==> config.mk <==
export PLATFORM = sky130hd
export DESIGN_NAME = bin2bcd_seq
export DESIGN_NICKNAME = d
export VERILOG_FILES = /design/src/rtl/bin2bcd_seq.sv
export SDC_FILE = /design/constraint.sdc
export NUM_CORES = 1
export LEC_CHECK = 0
export CORE_MARGIN = 2
export CORE_UTILIZATION = 47
export DETAILED_ROUTE_END_ITERATION = 8
export GPL_ROUTABILITY_DRIVEN = 0
export HOLD_SLACK_MARGIN = 0.06
export PLACE_DENSITY = 0.72
export SLEW_MARGIN = 30
export SYNTH_ARGS = -nofsm -noshare
export SYNTH_HDL_FRONTEND = slang
export SYNTH_SLANG_ARGS = --single-unit
==> constraint.sdc <==
create_clock -name clk -period 2.2 [get_ports clk]
set_clock_uncertainty 0.15 [all_clocks]
set_input_delay 0.55 -clock clk [delete_from_list [all_inputs] [get_ports clk]]
set_output_delay 0.55 -clock clk [all_outputs]
set_load 0.1 [all_outputs]
==> src/rtl/bin2bcd_seq.sv <==
// bin2bcd_seq: sequential binary-to-BCD converter (shift-and-add-3).
//
// A conversion is accepted from IDLE on start, takes exactly BIN_W clock
// edges, and ends with a one-cycle done pulse as the results are loaded.
// Values above 10^DIGITS-1 saturate to all nines and raise overflow.
//
// Parameters:
//   BIN_W    binary input width (4..20)
//   DIGITS   number of BCD output digits (1..6)
// Ports:
//   clk      clock, rising edge
//   rst      synchronous active-high reset
//   start    conversion request, sampled only while ready=1
//   bin      unsigned binary input, captured on the accepting edge
//   ready    high while idle
//   done     one-cycle pulse: bcd/blank/overflow just loaded
//   bcd      packed BCD result, digit 0 (units) in bits [3:0]
//   overflow last captured bin exceeded 10^DIGITS-1
//   blank    bit k set: digit k is a suppressible leading zero
module bin2bcd_seq #(
    parameter int BIN_W  = 14,
    parameter int DIGITS = 4
) (
    input  logic                clk,
    input  logic                rst,
    input  logic                start,
    input  logic [BIN_W-1:0]    bin,
    output logic                ready,
    output logic                done,
    output logic [4*DIGITS-1:0] bcd,
    output logic                overflow,
    output logic [DIGITS-1:0]   blank
);

    // Digits needed to hold 2^w-1 without losing a carry.
    function automatic int work_digits(input int w);
        longint maxv;
        longint p;
        int     n;
        maxv = (longint'(1) << w) - 1;
        p    = 10;
        n    = 1;
        while (p <= maxv) begin
            p = p * 10;
            n = n + 1;
        end
        return n;
    endfunction

    function automatic longint pow10(input int n);
        longint p;
        p = 1;
        for (int unsigned i = 0; i < n; i++) p = p * 10;
        return p;
    endfunction

    localparam int     WD    = work_digits(BIN_W);
    localparam int     OW    = (WD > DIGITS) ? WD : DIGITS;
    // One spare zero digit keeps the "above DIGITS" slice non-empty.
    localparam int     EW    = 4 * (OW + 1);
    localparam int     CW    = $clog2(BIN_W + 1);
    localparam longint LIMIT = pow10(DIGITS) - 1;
    localparam logic [DIGITS-1:0] BLANK_RST = ~(DIGITS'(1));

    typedef enum logic {IDLE, SHIFT} state_t;

    state_t              state;
    logic [CW-1:0]       cnt;
    logic [4*WD-1:0]     work_bcd;
    logic [BIN_W-1:0]    sh;
    logic                ovf_pend;

    logic [4*WD-1:0]          adj;
    logic [4*WD+BIN_W-1:0]    shifted;
    logic [4*WD-1:0]          next_bcd;
    logic [BIN_W-1:0]         next_sh;
    logic [EW-1:0]            ext;
    logic                     sat;
    logic [4*DIGITS-1:0]      out_bcd;
    logic [DIGITS-1:0]        blank_n;
    logic                     all_zero;
    logic                     over_limit;

    assign ready      = (state == IDLE);
    assign over_limit = (longint'(bin) > LIMIT);

    always_comb begin
        adj = work_bcd;
        for (int unsigned i = 0; i < WD; i++) begin
            if (work_bcd[4*i +: 4] >= 4'd5)
                adj[4*i +: 4] = work_bcd[4*i +: 4] + 4'd3;
        end
        shifted  = {adj, sh} << 1;
        next_bcd = shifted[4*WD+BIN_W-1:BIN_W];
        next_sh  = shifted[BIN_W-1:0];

        // Any nonzero digit above DIGITS means the value exceeds the limit,
        // which matches the compare registered at start.
        ext     = EW'(next_bcd);
        sat     = ovf_pend | (|ext[EW-1:4*DIGITS]);
        out_bcd = sat ? {DIGITS{4'h9}} : ext[4*DIGITS-1:0];

        // Scan from the most significant digit down; a digit is blank while
        // every digit at or above it is zero. Units are never blanked.
        all_zero = 1'b1;
        blank_n  = '0;
        for (int unsigned i = 0; i < DIGITS; i++) begin
            all_zero = all_zero & (out_bcd[4*(DIGITS-1-i) +: 4] == 4'd0);
            if ((DIGITS - 1 - i) != 0)
                blank_n[DIGITS-1-i] = all_zero & ~sat;
        end
    end

    always_ff @(posedge clk) begin
        if (rst) begin
            state    <= IDLE;
            cnt      <= '0;
            work_bcd <= '0;
            sh       <= '0;
            ovf_pend <= 1'b0;
            done     <= 1'b0;
            bcd      <= '0;
            overflow <= 1'b0;
            blank    <= BLANK_RST;
        end else begin
            done <= 1'b0;
            case (state)
                IDLE: begin
                    if (start) begin
                        sh       <= bin;
                        work_bcd <= '0;
                        cnt      <= CW'(BIN_W);
                        ovf_pend <= over_limit;
                        state    <= SHIFT;
                    end
                end
                SHIFT: begin
                    work_bcd <= next_bcd;
                    sh       <= next_sh;
                    cnt      <= cnt - CW'(1);
                    if (cnt == CW'(1)) begin
                        state    <= IDLE;
                        done     <= 1'b1;
                        bcd      <= out_bcd;
                        blank    <= blank_n;
                        overflow <= sat;
                    end
                end
                default: state <= IDLE;
            endcase
        end
    end

endmodule
* Word level (Yosys, flattened, before mapping)
Cells that the tools add are included.
** Storage, ports and cells
- Bits in read-only memories :: 0
- Output and inout port bits :: 23
- Memories :: 0
- Register bits :: 61
- Bits of input ports :: 17
- Latch bits :: 0
- Logic and storage cells :: 54
- Bits in writable memories :: 0
** Cells by class
- Magnitude comparators :: 6
- Div/mod/pow operators :: 0
- Reductions and logical operators :: 7
- Eq/ne operators :: 2
- $mul :: 0
- Shift-type cells :: 0
- Mux-type cells :: 16
- Bitwise logic cells :: 8
- Add/sub/neg operators :: 6
** Operators by type and width (number)
- case mux 20 bit (2 select lines) :: 1
- case mux 14 bit (2 select lines) :: 1
- greater-or-equal comparator 4 x 3 -> 1 bit (second input constant) :: 5
- two-way mux 20 bit :: 1
- two-way mux 4 bit :: 5
- adder 4 x 2 -> 4 bit (second input constant) :: 4
- two-way mux 16 bit :: 1
- greater-than comparator 14 bit (second input constant) :: 1
- two-way mux 14 bit :: 1
- logical NOT 4 bit :: 3
- case mux 4 bit (2 select lines) :: 1
- bitwise AND 1 bit :: 5
- equality test 4 x 1 -> 1 bit (second input constant) :: 1
- AND reduction 2 bit :: 2
- OR reduction 4 bit :: 1
- subtractor 4 x 1 -> 4 bit (second input constant) :: 1
- adder 3 x 2 -> 3 bit (second input constant) :: 1
- two-way mux 1 bit :: 3
- two-way mux 3 bit :: 1
- inequality test 2 bit (second input constant) :: 1
- inverter 1 bit :: 2
- case mux 1 bit (2 select lines) :: 1
- OR reduction 2 bit :: 1
- OR 1 bit :: 1

* Depth between registers and ports, before layout
Gate-level depths: netlist of run 1.
- Word-level depth :: 9
- Mapped depth :: 8

* Worst setup path before layout of run 1
Ideal clock, no wire load.
- Kind :: register -> output
- Start point :: register state
- End point :: output ready
- Arrival time :: 1.623 ns
- Slack :: -0.123 ns
- Path buffers :: 2
- Stages on the path, launching flop included :: 4
- Cells stage by stage :: dfxtp_1 > clkbuf_1 > inv_1 > clkbuf_1
** On the way
- Longest elaborated chain between the ends :: 1
** Ends and longest elaborated chain
- start, declared :: line 67 : state_t state;
- start signal, assigned :: line 116 : state <= IDLE;
- start signal, assigned :: line 134 : state <= SHIFT;
- start signal, assigned :: line 142 : state <= IDLE;
- inverter 1 bit
- end, declared :: line 28 : output logic ready,
Every way passes these cells.

* Final worst setup path of run 1
- Start point :: register work_bcd[17]
- End point :: register blank[1]
** On the way
- Longest elaborated chain between the ends :: 9
- Elaborated cells between the ends (all ways) :: 13
- Classes of those cells :: 1 x add/sub; 1 x order compare; 2 x mux; 5 x bitwise; 4 x reduce/logical
** Ends and longest elaborated chain
- start, declared :: line 69 : logic [4*WD-1:0] work_bcd;
- start signal, assigned :: line 138 : work_bcd <= next_bcd;
- greater-or-equal comparator 4 x 3 -> 1 bit / adder 3 x 2 -> 3 bit (equally long branches) :: line 90, 91
- two-way mux 3 bit (*) :: line 90 : if (work_bcd[4*i +: 4] >= 4'd5)
- OR reduction 4 bit (*) :: line 100 : sat = ovf_pend | (|ext[EW-1:4*DIGITS]);
- OR 1 bit (*) :: line 100
- two-way mux 16 bit :: line 101 : out_bcd = sat ? {DIGITS{4'h9}} : ext[4*DIGITS-1:0];
- logical NOT 4 bit :: line 108 : all_zero = all_zero & (out_bcd[4*(DIGITS-1-i) +: 4] == 4'd0);
- bitwise AND 1 bit (2 in a row) :: line 108
- bitwise AND 1 bit (*) :: line 110 : blank_n[DIGITS-1-i] = all_zero & ~sat;
- end signal, assigned :: line 145 : blank <= blank_n;
- end, declared :: line 32 : output logic [DIGITS-1:0] blank
Mark *: on every way between the ends. The rest lies on a longest branch, timed or not.
A chain may end at the register's enable or synchronous reset.

==> impl_metrics.toml, run 1 <==
[floorplan]
start_util_pct = 48.28
io_pins = 40
die_h_um = 84.30
die_area_sq_mm = 0.007106
die_width_um = 84.30
placementRows = 29
coreArea_sq_mm = 0.006277

[worst_setup_path]
path_delay_family = "compound AO/OA/AOI/OAI gates"
path_cells = "inv_4 -> ha_4 -> nand2b_4 -> a2111o_1 -> a221oi_4 -> buf_6 -> nand4_4 -> o31ai_2"
required_ns = 2.30
critical_path_arrival_ns = 2.30
max_stage_delay_ns = 0.40
cp_max_fo = 3
r2r-start = "work_bcd[17]$_SDFFE_PP0P_"
r2r_cells = 8
worst-path-stages = 8
cp_slowest_cell = "a2111o_1"
crit_buf_inv = 2
r2r-end = "blank[1]$_SDFFE_PP1P_"
crit_type = "reg2reg"
crit_path_start_kind = "flop"
reg2reg_slack_ns = -0.002
end_kind = "flop"

[power_and_ir_drop]
p_comb_share_pct = 10.6
switching_share_pct = 23.79
p_int_uw = 1999
switching_power_uw = 624.0
vdd_ir_drop_max_mv = 0.4457
pwr-share-clk_pct = 45.3
seqPwrFrac_pct = 44.1
power_density_mw_per_mm2 = 677.1
power_uw = 2623
p_leak_uw = 0.001535

[synthesis]
yosysMostFrequentCell = "dfxtp_1"
synth_fp_nets = 397
synthTopCellsByCount = "dfxtp_1, nor2_1, a21oi_1"
ys_top_cells_by_area = "dfxtp_1, a21oi_1, nor2_1"
yosysWarnings = 0
synth_edf_count = 0
synth_top_area_cell = "dfxtp_1"
netlist.area_leader.share_pct = 40.30
syn_area_sq_mm = 0.003030
async_flop_share_pct = 0
syn_inst = 368
ys.flop_type = "dfxtp_1"
synth_seq_cells = 61
synth_cell_types = 44
yosysSeqAreaShare_pct = 40.30
synth_area_per_cell_sq_um = 8.235

[layout]
multi_input_area_sq_mm = 0.001677
area_delta_synth_final_pct = 27.83
fillers = 563
seq_area_sq_mm = 0.001224
drive_above_1_share_pct = 17.55
postLayoutCellArea_sq_mm = 0.003874
nets = 440
diodes = 0

[min_path]
hold_path_startpoint = "bcd[5]$_SDFFE_PP0P_"
hp-class = "reg2reg"
holdPathEnd = "bcd[5]$_SDFFE_PP0P_"
min_path_cells = 2

[sta]
fin_crit_sh_pct = 100.1
max_freq_ghz = 0.4542
worst_pin_slew_ns = 0.6513
grt_setup_unrepaired = "true"
min_period_ns = 2.202
slew_headroom_pct = 56.46
drv_slew = 0
setup_ws_ns = -0.001825
hold_violations = 0
setup_violations = 1

[global_routing]
grt_pass1_vias = 2523
grt_max_degree = 51
track_usage_pct = 19.93
grt_pass1_wl_um = 11500
gr-total-overflow = 0
antenna_found_initial = 0

[cts]
cts-root-to-sink-buffers = 2
clk_latency_ns = 0.34
cts_buffers = 9
cts_root_buf = "clkbuf_8"
path_clk_slew_ns = 0.07
cts_hold_buf = 0
tritoncts = "done"
htreeDepth = 3
cts.sinks = 61

[drt]
routedWlPerCell_um = 13.61
routed-via-count = 2685
antenna_left = 0
drc_errors = 0
wl_um = 6711
firstDrtPassIters = 4
first_iter_violations = 110
via_per_inst = 5.446

[placement]
hpwl_um = 4572
post_dp_cell_area_sq_mm = 0.003585
portBuffers = 38
dp_slack_ns = -0.006286

[outcome]
violations = "setup timing"
outcome = "finished, violations left"

[run]
drv_cap = 0
## tightest hold or removal path, delay by kind of cell, from the launching register on
| family | cells | cell delay, ns |
|---|---|---|
| AOI/OAI and AO/OA | 1 | 0.05 |
| and+or+nand+nor | 1 | 0.05 |
| DFF | 1 | 0.31 |
## power groups by stage
stage          clock network [uW]  registers, uW  logic, uW
2_1_floorplan                   0           1210        160
3_3_place_gp                    0           1180        277
3_5_place_dp                    0           1180        281
4_1_cts                      1220           1160        282
5_1_grt                      1270           1160        307
6_report                     1190           1160        278
## cell usage in the layout (no fill, tap or decap), types with 7 or more instances in the layout
cell type        instances
clkdlybuf4s50_1         15
inv_1                   15
buf_4                   32
nand2_1                 14
ha_1                    10
o21ai_0                 11
a21oi_1                 50
nand4_1                  8
nor2_1                  60
a311oi_1                 7
clkbuf_8                13
mux2i_1                 19
dfxtp_1                 59
buf_12                   8
a211oi_1                 7
nor3_1                  18
## logic make-up (layout without fill, tap and decap cells)
| family | after synthesis | count (layout) | share of synthesized area (%) |
|---|---|---|---|
| buffers and inverters | 42 | 90 | 6.110 |
| AND/OR/NAND/NOR | 135 | 135 | 21.59 |
| XOR/XNOR | 5 | 5 | 1.445 |
| multiplexers | 20 | 20 | 6.606 |
| adder cells (fa/ha/maj) | 12 | 12 | 4.954 |
| flip-flops | 61 | 61 | 40.30 |
| other | 1 | 1 | 0.1237 |
| AO/OA/AOI/OAI | 92 | 92 | 18.87 |
## what timing repair did
action                                  4_1_cts  5_1_grt
endpoints found under the hold margin         0        0
buffers inserted                              0        1
pin swaps                                     4        4
resized for setup                             3       10
endpoints found under the setup margin        2       20
## sequential cells by signal, indices dropped and copies added, names as in the netlist
name      cells
bcd          16
blank         3
cnt           4
done          1
overflow      1
ovf_pend      1
sh           14
state         1
work_bcd     20
## final cells by class
| class | count | area share [%] |
|---|---|---|
| Multi-Input combinational cell | 265 | 43.28 |
| Sequential cell | 61 | 31.59 |
| Timing Repair Buffer | 57 | 14.63 |
| Clock buffer | 13 | 4.619 |
| Tap cell | 77 | 2.487 |
| Inverter | 17 | 1.712 |
| Clock inverter | 3 | 1.680 |
## how the worst max path moves through the flow
stage | from | to | slack, ns
4_1_cts | work_bcd[17]$_SDFFE_PP0P_ | blank[2]$_SDFFE_PP1P_ | 0.0009
3_3_place_gp | work_bcd[17]$_SDFFE_PP0P_ | blank[1]$_SDFFE_PP1P_ | 0.02
6_report | work_bcd[17]$_SDFFE_PP0P_ | blank[1]$_SDFFE_PP1P_ | -0.002
2_1_floorplan | work_bcd[17]$_SDFFE_PP0P_ | bcd[7]$_SDFFE_PP0P_ | 0.006
5_1_grt | work_bcd[17]$_SDFFE_PP0P_ | blank[1]$_SDFFE_PP1P_ | -0.1
3_5_place_dp | work_bcd[17]$_SDFFE_PP0P_ | blank[1]$_SDFFE_PP1P_ | -0.006
## metal layers
metal  up-vias  global-route usage, %  part of all wire, %
met5         -                      0                    0
met4         0                  9.384                  2.1
met3        15                  4.621                  4.7
met2        70                  32.18                   47
met1      1224                  25.18                   46
li1       1376                      -                    -
## per-stage QoR
stage	hold slack [ns]	util (%)	TNS, ns	std cells
final	0.3053	61.71	-0.001825	493
after CTS	0.3088	61.17	0	493
after global placement	0.2963	57.11	0	477
after floorplan	0.2982	-	0	368
after global routing	0.3204	61.71	-0.2338	493
after detailed placement	0.2994	57.11	-0.006457	477
Note: power is estimated with default switching activity, not from simulation.
==> run 2: changes to the inputs <==
--- a/config.mk
+++ b/config.mk
@@ -5,7 +5,6 @@
 export SDC_FILE = /design/constraint.sdc
 export NUM_CORES = 1
 export LEC_CHECK = 0
-export CORE_MARGIN = 2
 export CORE_UTILIZATION = 47
 export DETAILED_ROUTE_END_ITERATION = 8
 export GPL_ROUTABILITY_DRIVEN = 0
==> impl_metrics.toml, run 2 (synthesized netlist as in run 1, its figures left out) <==
[layout]
top_register = "work_bcd"
diodes = 0
postLayoutCellArea_sq_mm = 0.003792
nets = 444
largest_reg_flops = 20
area_delta_synth_final_pct = 25.14
reg.largest.list = "work_bcd x20, bcd x16, sh x14"
layout_commonest_cell = "nor2_1"
drive_above_1_share_pct = 18.57
stdcell_count = 495
layout_common_cells = "nor2_1, dfxtp_1, a21oi_1, buf_4, mux2i_1"

[floorplan]
die_h_um = 82.30
coreArea_sq_mm = 0.006061
io_pins = 40
start_util_pct = 50.00
die_area_sq_mm = 0.006772
die_width_um = 82.30
placementRows = 28

[cts]
cts_buffers = 9
tritoncts = "done"
clk_latency_ns = 0.34
cts.sinks = 61
cts_root_buf = "clkbuf_8"
htreeDepth = 3
path_clk_slew_ns = 0.07
cts-root-to-sink-buffers = 2

[drt]
antenna_left = 0
wl_um = 7073
m1WireLength_um = 3216
dr_wl_met3_um = 462
drc_errors = 0
firstDrtPassIters = 4
highest_layer = "met4"
via_per_inst = 5.547
routedWlPerCell_um = 14.29
first_iter_violations = 162
dr_wl_met2_um = 3283
routed-via-count = 2746

[sta]
hold_violations = 0
fin_crit_sh_pct = 99.90
grt_setup_unrepaired = "true"
worst_pin_slew_ns = 0.6913
max_freq_ghz = 0.4550
tns_ns = 0
setup_violations = 0
min_period_ns = 2.198
drv_slew = 0
slew_headroom_pct = 53.78
whs_ns = 0.3099

[worst_setup_path]
end_kind = "flop"
crit_type = "reg2reg"
required_ns = 2.25
crit_path_start_kind = "flop"
reg2reg_slack_ns = 0.002
critical_path_arrival_ns = 2.25
cp_max_fo = 5

[placement]
dpl.cell_count = 477
portBuffers = 38
post_dp_cell_area_sq_mm = 0.003547
hpwl_um = 4808

[global_routing]
gr-total-overflow = 0
grt_max_degree = 33
antenna_found_initial = 0
grt_pass1_wl_um = 11620
grt_pass1_vias = 2489
track_usage_pct = 22.95

[outcome]
outcome = "finished clean"

[power_and_ir_drop]
p_leak_uw = 0.001498
vdd_ir_drop_max_mv = 0.4101
power_density_mw_per_mm2 = 597.0
power_uw = 2264

[min_path]
hp-class = "reg2reg"

[run]
drv_cap = 0
==> run 2: worst max-delay path, stage by stage (launching register included) <==
cell and delay, ns:
dfxtp_2 0.35, inv_4 0.05, ha_4 0.15, nand2b_4 0.13, a2111o_1 0.41, a221oi_4 0.40, and2_4 0.22, buf_6 0.12
a311oi_2 0.08
==> run 2: path summary, 6_finish.rpt <==
check / start / endpoint / depth (start not counted)
min: bcd[5]$_SDFFE_PP0P_ / bcd[5]$_SDFFE_PP0P_ / 2
min reg2reg: bcd[5]$_SDFFE_PP0P_ / bcd[5]$_SDFFE_PP0P_ / 2
max: work_bcd[17]$_SDFFE_PP0P_ / bcd[8]$_SDFFE_PP0P_ / 8
max reg2reg: work_bcd[17]$_SDFFE_PP0P_ / bcd[8]$_SDFFE_PP0P_ / 8
==> run 2: metal layers <==
metal,global-route usage [%],up-vias
li1,-,1390
met2,37.36,88
met5,0,-
met4,11.05,0
met3,6.374,10
met1,27.81,1258
==> run 2: cell type report <==
type	instances	area (sq um)
well taps	75	93.84
fillers	570	2268
repair buffers	61	566.8
multi-input cells	265	1682
inverters	17	66.31
clock buffers	11	131.4
flip-flops and latches	61	1225
clock inverters	5	27.53
==> run 2: timing repair <==
action / CTS / global route
endpoints found under the setup margin: 14 / 19
buffers inserted: 2 / 0
hold buffers: 0 / 0
pin swaps: 2 / 11
resized for setup: 14 / 4
gates cloned: 1 / 0
hold endpoints to repair: 0 / 0
==> run 2: power breakdown <==
part	total, uW	internal [uW]	switching [uW]	leakage, uW
Clock	826	400	425	0.0000829
Sequential	1160	1140	23.2	0.000497
Combinational	279	103	175	0.000919
==> run 2: stage by stage <==
step / worst slack, ns / util, %
2_1_floorplan: 0.005887 / -
3_3_place_gp: -0.002686 / 58.53
3_5_place_dp: -0.04562 / 58.53
4_1_cts: 0.002983 / 62.39
5_1_grt: -0.08710 / 62.57
6_report: 0.002124 / 62.57
==> run 3: changes to the inputs <==
--- a/config.mk
+++ b/config.mk
@@ -8,6 +8,7 @@
 export CORE_UTILIZATION = 47
 export DETAILED_ROUTE_END_ITERATION = 8
 export GPL_ROUTABILITY_DRIVEN = 0
+export GPL_TIMING_DRIVEN = 0
 export HOLD_SLACK_MARGIN = 0.06
 export PLACE_DENSITY = 0.72
 export SLEW_MARGIN = 30
==> impl_metrics.toml, run 3 (synthesized netlist as in run 1, its figures left out) <==
[worst_setup_path]
required_ns = 2.25
cp_max_fo = 5
critical_path_arrival_ns = 2.29
crit_path_start_kind = "flop"
r2r-start = "work_bcd[17]$_SDFFE_PP0P_"
crit_type = "reg2reg"
end_kind = "flop"
crit_path_start = "work_bcd[17]$_SDFFE_PP0P_"

[floorplan]
die_h_um = 82.30
coreArea_sq_mm = 0.006061
die_width_um = 82.30
io_pins = 40
start_util_pct = 50.00
die_area_sq_mm = 0.006772
placementRows = 28

[placement]
dp_slack_ns = -0.7096
portBuffers = 37
hpwl_um = 5331

[layout]
reg.largest.list = "work_bcd x20, bcd x16, sh x14"
area_delta_synth_final_pct = 31.17
nets = 459
diodes = 0
finish.utilization_pct = 65.59
layout_commonest_cell = "nor2_1"
largest_reg_flops = 20
layout_common_cells = "nor2_1, dfxtp_1, a21oi_1, mux2i_1, nor3_1"
top_register = "work_bcd"
drive_above_1_share_pct = 19.54

[sta]
grt_setup_unrepaired = "true"
min_period_ns = 2.242
slew_headroom_pct = 37.30
hold_violations = 0
max_freq_ghz = 0.4461
setup_ws_ns = -0.04167
worst_pin_slew_ns = 0.9441
drv_slew = 0
setup_violations = 10
fin_crit_sh_pct = 101.9

[cts]
cts_hold_buf = 0
cts-root-to-sink-buffers = 2
cts.sinks = 61
cts_root_buf = "clkbuf_8"
clk_latency_ns = 0.34
cts_buffers = 9
path_clk_slew_ns = 0.07
htreeDepth = 3
tritoncts = "done"

[min_path]
hp-class = "reg2reg"
hold_path_startpoint = "bcd[9]$_SDFFE_PP0P_"

[outcome]
violations = "setup timing"
outcome = "finished, violations left"

[drt]
wl_um = 8029
drc_errors = 0
routedWlPerCell_um = 15.74
first_iter_violations = 149
via_per_inst = 5.655
antenna_left = 0
routed-via-count = 2884
firstDrtPassIters = 4

[global_routing]
track_usage_pct = 26.19
grt_max_degree = 11
grt_pass1_vias = 2683
gr-total-overflow = 0
grt_pass1_wl_um = 13010
antenna_found_initial = 0

[power_and_ir_drop]
p_leak_uw = 0.001509
power_density_mw_per_mm2 = 607.8
power_uw = 2416
vdd_ir_drop_max_mv = 0.4363

[run]
drv_cap = 0
## run 3: cell types whose count changed in the layout (fill, tap and decap cells not counted), moves of 2 or more
cell,before,now
a211oi_1,7,4
a211oi_4,0,2
a21oi_1,49,47
a21oi_2,1,3
buf_1,0,3
buf_12,5,0
buf_4,37,12
buf_6,3,8
clkbuf_1,2,16
clkbuf_2,0,5
clkbuf_8,9,13
clkdlybuf4s15_2,0,16
clkinv_2,4,0
dfxtp_2,3,1
## run 3: metal layers
layer  share of wire, %  track usage, %  vias up  wire [um]
met5                  0               0        -          0
met4                1.5           11.05        0        124
met3                5.4           4.615       11        437
met2                 49           43.88       92       3908
met1                 44           32.89     1365       3558
li1                   -               -     1416          -
## run 3: worst max-delay path, cell delays in order, from the launching register on
cell and delay, ns:
dfxtp_2 0.35, inv_4 0.05, ha_4 0.15, nand2b_4 0.13, a2111o_1 0.41, a221oi_4 0.34, buf_6 0.15, and2_4 0.15
buf_6 0.13, a311oi_1 0.08
## run 3: path summary, 6_finish.rpt
kind                                to  slack [ns]  depth (start not counted)
hold / removal     bcd[9]$_SDFFE_PP0P_        0.31                          2
hold reg to reg    bcd[9]$_SDFFE_PP0P_        0.31                          2
setup / recovery  bcd[11]$_SDFFE_PP0P_       -0.04                          9
setup reg to reg  bcd[11]$_SDFFE_PP0P_       -0.04                          9
## run 3: repair_timing
action                                  in CTS  in global routing
pin swaps                                    4                  6
cloned                                       1                  0
endpoints found under the setup margin      48                 27
resized for setup                           91                 20
buffers inserted                            10                  3
## run 3: final cells by class
class                      instances  area, sq um
fill                             526         2086
tap                               75        93.84
buffer                            25        133.9
multi-input combinational        265         1765
timing repair buffer              51        499.2
clock buffer                      16        190.2
inverter                          17        66.31
sequential                        61         1226
## run 3: power by group
part | internal [uW] | switching [uW]
clock network | 535 | 428
logic | 102 | 195
registers | 1130 | 21.2
## run 3: metrics by stage
step                      hold WS (ns)  std cells  area (sq um)  setup TNS (ns)
after global routing            0.3299        510          3975          -1.345
after detailed placement        0.2973        480          3507          -10.31
after floorplan                 0.2982        368          3038               0
after global placement          0.2931        480          3502          -13.00
after CTS                       0.3064        507          3908         -0.2642
final                           0.3091        510          3975         -0.2970
==> RTL change 1: new RTL, flow settings as in run 1 <==
Reset style: asynchronous (`rst`), changed in one clocked block. Comments in the files are not updated.
--- a/src/rtl/bin2bcd_seq.sv
+++ b/src/rtl/bin2bcd_seq.sv
@@ -112,5 +112,5 @@
     end
 
-    always_ff @(posedge clk) begin
+    always_ff @(posedge clk or posedge rst) begin
         if (rst) begin
             state    <= IDLE;
Formal check against the unedited RTL: differs if rst is asserted again (counterexample within 4 cycles, from zero or initial values and one cycle with rst high); with rst held inactive, the same outputs for 10 cycles.
==> RTL change 1 against run 1 <==
Hold slack better by 0.037 ns; count of clock-buffer cells in the layout is 3 lower; critical path type unchanged; cell count is 7.1% lower; synthesized area is 3.1% higher; global-route usage is 0.16 points higher; cell area is 5.9% higher; setup slack better by 0.14 ns; wire length is 0.16% lower; sequential cell count stayed put.
Power is not compared: it rests on default switching activity, and its combinational part moved more than twofold at a synthesized area within 25%.
==> RTL change 1: results <==
metrics = {
    "outcome": {
        "status": "completed",
    },
    "placement": {
        "dp.cells": 442,
        "place_hpwl_mm": 4.713,
        "dpl_cell_area_mm2": 0.003865,
    },
    "finish": {
        "top_regs": "work_bcd (20), bcd (16), sh (14)",
        "drive_gt1_share_pct": 18.37,
        "top_register": "work_bcd",
        "antennaDiodeCount": 0,
        "instances_no_fill": 458,
        "final_nets": 405,
    },
    "sta": {
        "hold_ws_ns": 0.3418,
    },
    "detailed_routing": {
        "drt_iter0_drc": 154,
        "viasPerCell": 5.491,
        "routed_wl_mm": 6.700,
    },
    "yosys": {
        "async_flop_share_pct": 100.0,
        "netlist_top_cells_area": "dfrtp_1 46%, nand2_1 7.3%, mux2i_1 5.4%, o21ai_0 5.4%, ha_1 4.8%",
        "synth-main-ff-cell": "dfrtp_1",
        "synth_fp_nets": 361,
        "synthTopCellsByCount": "61 x nand2_1, 58 x dfrtp_1, 34 x o21ai_0",
        "ys_seq_area_share_pct": 48.96,
        "synth_cell_type_count": 43,
        "synth_area_per_cell_um2": 9.414,
    },
    "grt": {
        "antenna_found_initial": 0,
        "grt_pass1_wl_mm": 11.59,
        "grt.total_usage_pct": 20.09,
        "grt_pass1_vias": 2431,
        "use_met2_pct": 32.24,
        "grt_use_met1_pct": 27.34,
        "grt_max_degree": 38,
        "grt_util_met3_pct": 3.080,
    },
    "cts": {
        "cts_resized": 1,
        "clockBufferDepth": 2,
        "htree_levels": 3,
    },
    "setup_path": {
        "cpPeakStageDelay_ns": 0.48,
        "r2r_slack_ns": 0.14,
        "critical_path_arrival_ns": 2.19,
        "reg2reg_to": "blank[3]",
        "rr_worst_depth": 7,
        "crit_fanout": 6,
        "cpLargestDelayFamily": "simple AND/OR/NAND/NOR gates",
        "r2r_start": "work_bcd[12]",
        "crit_path_top_delay_cell": "or3b_2",
    },
    "min_path": {
        "hold_path_class": "flip-flop to flip-flop",
        "hold_end": "sh[5]",
        "min_path_cells": 2,
        "holdCritStartpoint": "sh[4]",
    },
    "power_and_ir_drop": {
        "p_leak_nw": 1.800,
        "switching_power_mw": 3.114,
        "worst_ir_drop_vdd_v": 0.001366,
    },
    "flow_run": {
        "drv_cap": 0,
    },
}
-- RTL change 1: changes by cell type after synthesis, moves of 6 or more --
cell,delta
nor3_1,-14
a311oi_1,-7
nor2_1,-45
dfxtp_1,-61
o22ai_1,+6
o21ai_0,+23
a211oi_1,-7
and3_1,-6
a21oi_1,-35
dfrtp_1,+58
a31oi_1,+6
nand2_1,+47
o31ai_1,+8
-- RTL change 1: cell families (layout without fill, tap and decap cells) --
| kind of cell | Yosys count | count (layout) | synth area share [%] |
|---|---|---|---|
| compound gates | 86 | 86 | 16.53 |
| xor+xnor | 5 | 5 | 1.401 |
| fa+ha+maj | 12 | 12 | 4.804 |
| buf+inv | 37 | 86 | 4.924 |
| flops | 61 | 61 | 48.96 |
| mux | 19 | 19 | 6.165 |
| other cells | 1 | 1 | 0.1200 |
| simple gates | 111 | 111 | 17.09 |
-- RTL change 1: worst max path at each step --
| stage | startpoint | end | slack [ns] | depth (start not counted) |
|---|---|---|---|---|
| after floorplan | work_bcd[16] | blank[3] | 0.26 | 7 |
| after global placement | work_bcd[16] | bcd[11] | 0.13 | 6 |
| after detailed placement | work_bcd[16] | bcd[6] | 0.02 | 6 |
| after CTS | work_bcd[16] | bcd[6] | 0.07 | 7 |
| after global routing | work_bcd[16] | bcd[11] | 0.005 | 7 |
| final | work_bcd[12] | blank[3] | 0.14 | 7 |
-- RTL change 1: final cells by class --
cell class                 count  area, um^2
clock inverter                 6       87.58
sequential                    61        1531
fill                         498        2285
clock buffer                  10       127.6
tap                           77       96.34
multi-input combinational    234        1461
timing repair buffer          54       733.2
inverter                      16       63.81
-- RTL change 1: per-layer routing --
metal,part of all wire [%],wire [um],vias to the layer above
met4,1.8,120,0
li1,-,-,1242
met3,3.7,248,12
met1,47,3172,1200
met5,0,0,-
met2,47,3159,61
-- RTL change 1: per-stage QoR --
stage	setup WS (ns)	util (%)	power, mW
floorplan	0.2645	-	4.467
global placement	0.1293	60.52	5.518
detailed placement	0.01941	60.52	5.626
CTS	0.06511	63.93	6.766
global route	0.004704	64.22	7.226
finish	0.1415	64.22	6.772
-- RTL change 1: worst register-to-register path, stage by stage (launching register included) --
cell and delay, ns:
dfrtp_2 0.44, inv_1 0.09, ha_1 0.23, or3b_2 0.48, nand4_1 0.12, mux2_2 0.18, nor2_1 0.05, a32o_1 0.26
-- RTL change 1: power groups by stage --
stage,combinational [mW],sequential (mW),clock [mW]
after floorplan,1.77,2.70,0
after global placement,3.55,1.97,0
after detailed placement,3.63,2.00,0
after CTS,3.67,1.98,1.12
after global routing,3.98,2.06,1.18
final,3.68,1.99,1.10
==> RTL change 2: new RTL, settings of run 1 <==
Made on the original files. The parameter `BIN_W` goes from 14 to 10.
--- a/src/rtl/bin2bcd_seq.sv
+++ b/src/rtl/bin2bcd_seq.sv
@@ -19,5 +19,5 @@
 //   blank    bit k set: digit k is a suppressible leading zero
 module bin2bcd_seq #(
-    parameter int BIN_W  = 14,
+    parameter int BIN_W  = 10,
     parameter int DIGITS = 4
 ) (
Ports: changed (resized bin); port bits go from 40 to 36. The function was not compared with the original's and may differ.
==> RTL change 2 against run 1 <==
Cell area fell by 20%; sequential share of layout area rose by 1.4 points; setup slack improved by 0.17 ns; wire length fell by 23%; hold slack improved by 0.012 ns; sequential power fell by 17%; synthesized area fell by 20%; sequential cell count fell by 10; total power fell by 31%; highest routed layer unchanged.
==> RTL change 2: results <==
metrics = {
    "placement": {
        "dp_slack_ns": 0.1367,
        "place_hpwl_mm": 3.633,
        "dpl_cell_area_mm2": 0.002998,
        "port_buffers": 33,
    },
    "yosys": {
        "ys_seq_area_share_pct": 42.21,
        "synth_cell_type_count": 37,
        "synthTopCellsByCount": "51 x dfxtp_1, 47 x nor2_1, 44 x a21oi_1",
        "netlist_top_cells_area": "dfxtp_1 42%, a21oi_1 9.1%, nor2_1 7.3%, mux2i_1 7.0%, ha_1 5.2%",
    },
    "cts": {
        "clk_pin_slew_ns": 0.09,
        "clockBufferDepth": 2,
        "cts_setup_buffers": 0,
        "cts_buffers": 5,
        "htree_levels": 2,
        "cts_sinks": 51,
        "cts_resized": 0,
        "insertion_delay_ns": 0.30,
    },
    "power_and_ir_drop": {
        "p_leak_nw": 1.241,
        "worst_ir_drop_vdd_v": 0.0004044,
        "p_per_area_mw_per_mm2": 583.8,
    },
    "sta": {
        "fin_crit_sh_pct": 92.21,
    },
    "finish": {
        "top_regs": "bcd (16), work_bcd (16), sh (10)",
        "fillers": 451,
        "drive_gt1_share_pct": 13.64,
        "final_nets": 352,
    },
    "grt": {
        "grt_max_degree": 33,
        "antenna_found_initial": 0,
        "grt_pass1_wl_mm": 8.859,
        "grt_overflow": 0,
        "grt_pass1_vias": 1904,
        "grt.total_usage_pct": 20.53,
    },
    "min_path": {
        "hold_end": "bcd[5]",
    },
    "setup_path": {
        "r2r_start": "work_bcd[9]",
        "crit_path_top_delay_cell": "dfxtp_1",
        "rr_worst_depth": 7,
        "r2r_slack_ns": 0.17,
        "critical_path_arrival_ns": 2.09,
        "cpPeakStageDelay_ns": 0.36,
        "crit_fanout": 5,
    },
    "detailed_routing": {
        "drt_iter0_drc": 95,
        "num_vias": 2073,
        "wl_per_cell_um": 12.90,
    },
    "outcome": {
        "status": "completed",
    },
}
## RTL change 2: changes by cell type in the layout (fill, tap and decap cells not counted), moves of 8 or more
cell and change:
buf_12 +10, buf_4 -18, dfxtp_1 -8, nand2_1 +16, nor2_1 -13
## RTL change 2: layout make-up
type | instances | area share (%)
well taps | 70 | 2.827
flip-flops and latches | 51 | 32.96
repair buffers | 44 | 18.90
clock buffers | 8 | 3.231
inverters | 12 | 1.454
multi-input cells | 215 | 40.63
## RTL change 2: worst reg2reg max path: stages, from the launching register on
cell and delay [ns]:
dfxtp_1 0.36, inv_1 0.10, ha_1 0.18, nand2b_1 0.15, a21oi_1 0.25, mux2i_1 0.27, nand4_1 0.17, o41ai_2 0.32
## RTL change 2: kinds of logic (layout without fill, tap and decap cells)
family                     count (synthesis)  count (layout)  share of synthesized area [%]
adders and majority gates                 10              10                          5.173
and+or+nand+nor                          117             117                          22.19
xor gates and xnor gates                   4               4                          1.448
AOI/OAI and AO/OA                         65              65                          15.88
DFF                                       51              51                          42.21
buffers and inverters                     32              64                          5.897
muxes                                     17              17                          7.036
other                                      1               2                         0.1551
## RTL change 2: report_power, final
group          leakage, nW  total [mW]  switching (mW)  internal, mW
Clock               0.0515       0.591           0.304         0.288
Sequential           0.414       0.967          0.0188         0.948
Combinational        0.775       0.251           0.158        0.0931
Total                 1.24        1.81           0.480          1.33
## RTL change 2: metrics by stage
| step | instances | hold WS (ns) |
|---|---|---|
| 2_1_floorplan | 298 | 0.2947 |
| 3_3_place_gp | 392 | 0.2996 |
| 3_5_place_dp | 392 | 0.3103 |
| 4_1_cts | 400 | 0.3231 |
| 5_1_grt | 400 | 0.3461 |
| 6_report | 400 | 0.3176 |
## RTL change 2: worst max-delay path by stage
stage / start / endpoint / slack (ns) / depth (start not counted)
after global routing: work_bcd[9] / blank[1] / 0.008 / 7
after detailed placement: start / sh[3] / 0.14 / 6
final: work_bcd[9] / blank[1] / 0.17 / 7
after global placement: start / sh[2] / 0.22 / 6
after CTS: work_bcd[9] / blank[1] / 0.16 / 7
after floorplan: state / ready / 0.34 / 2
## RTL change 2: metal layers
| metal | up-vias | global-route usage (%) | routed length, um |
|---|---|---|---|
| met3 | 7 | 4.233 | 191 |
| li1 | 1067 | - | - |
| met4 | 0 | 6.433 | 73 |
| met1 | 955 | 25.37 | 2282 |
| met5 | - | 0 | 0 |
| met2 | 44 | 35.85 | 2614 |
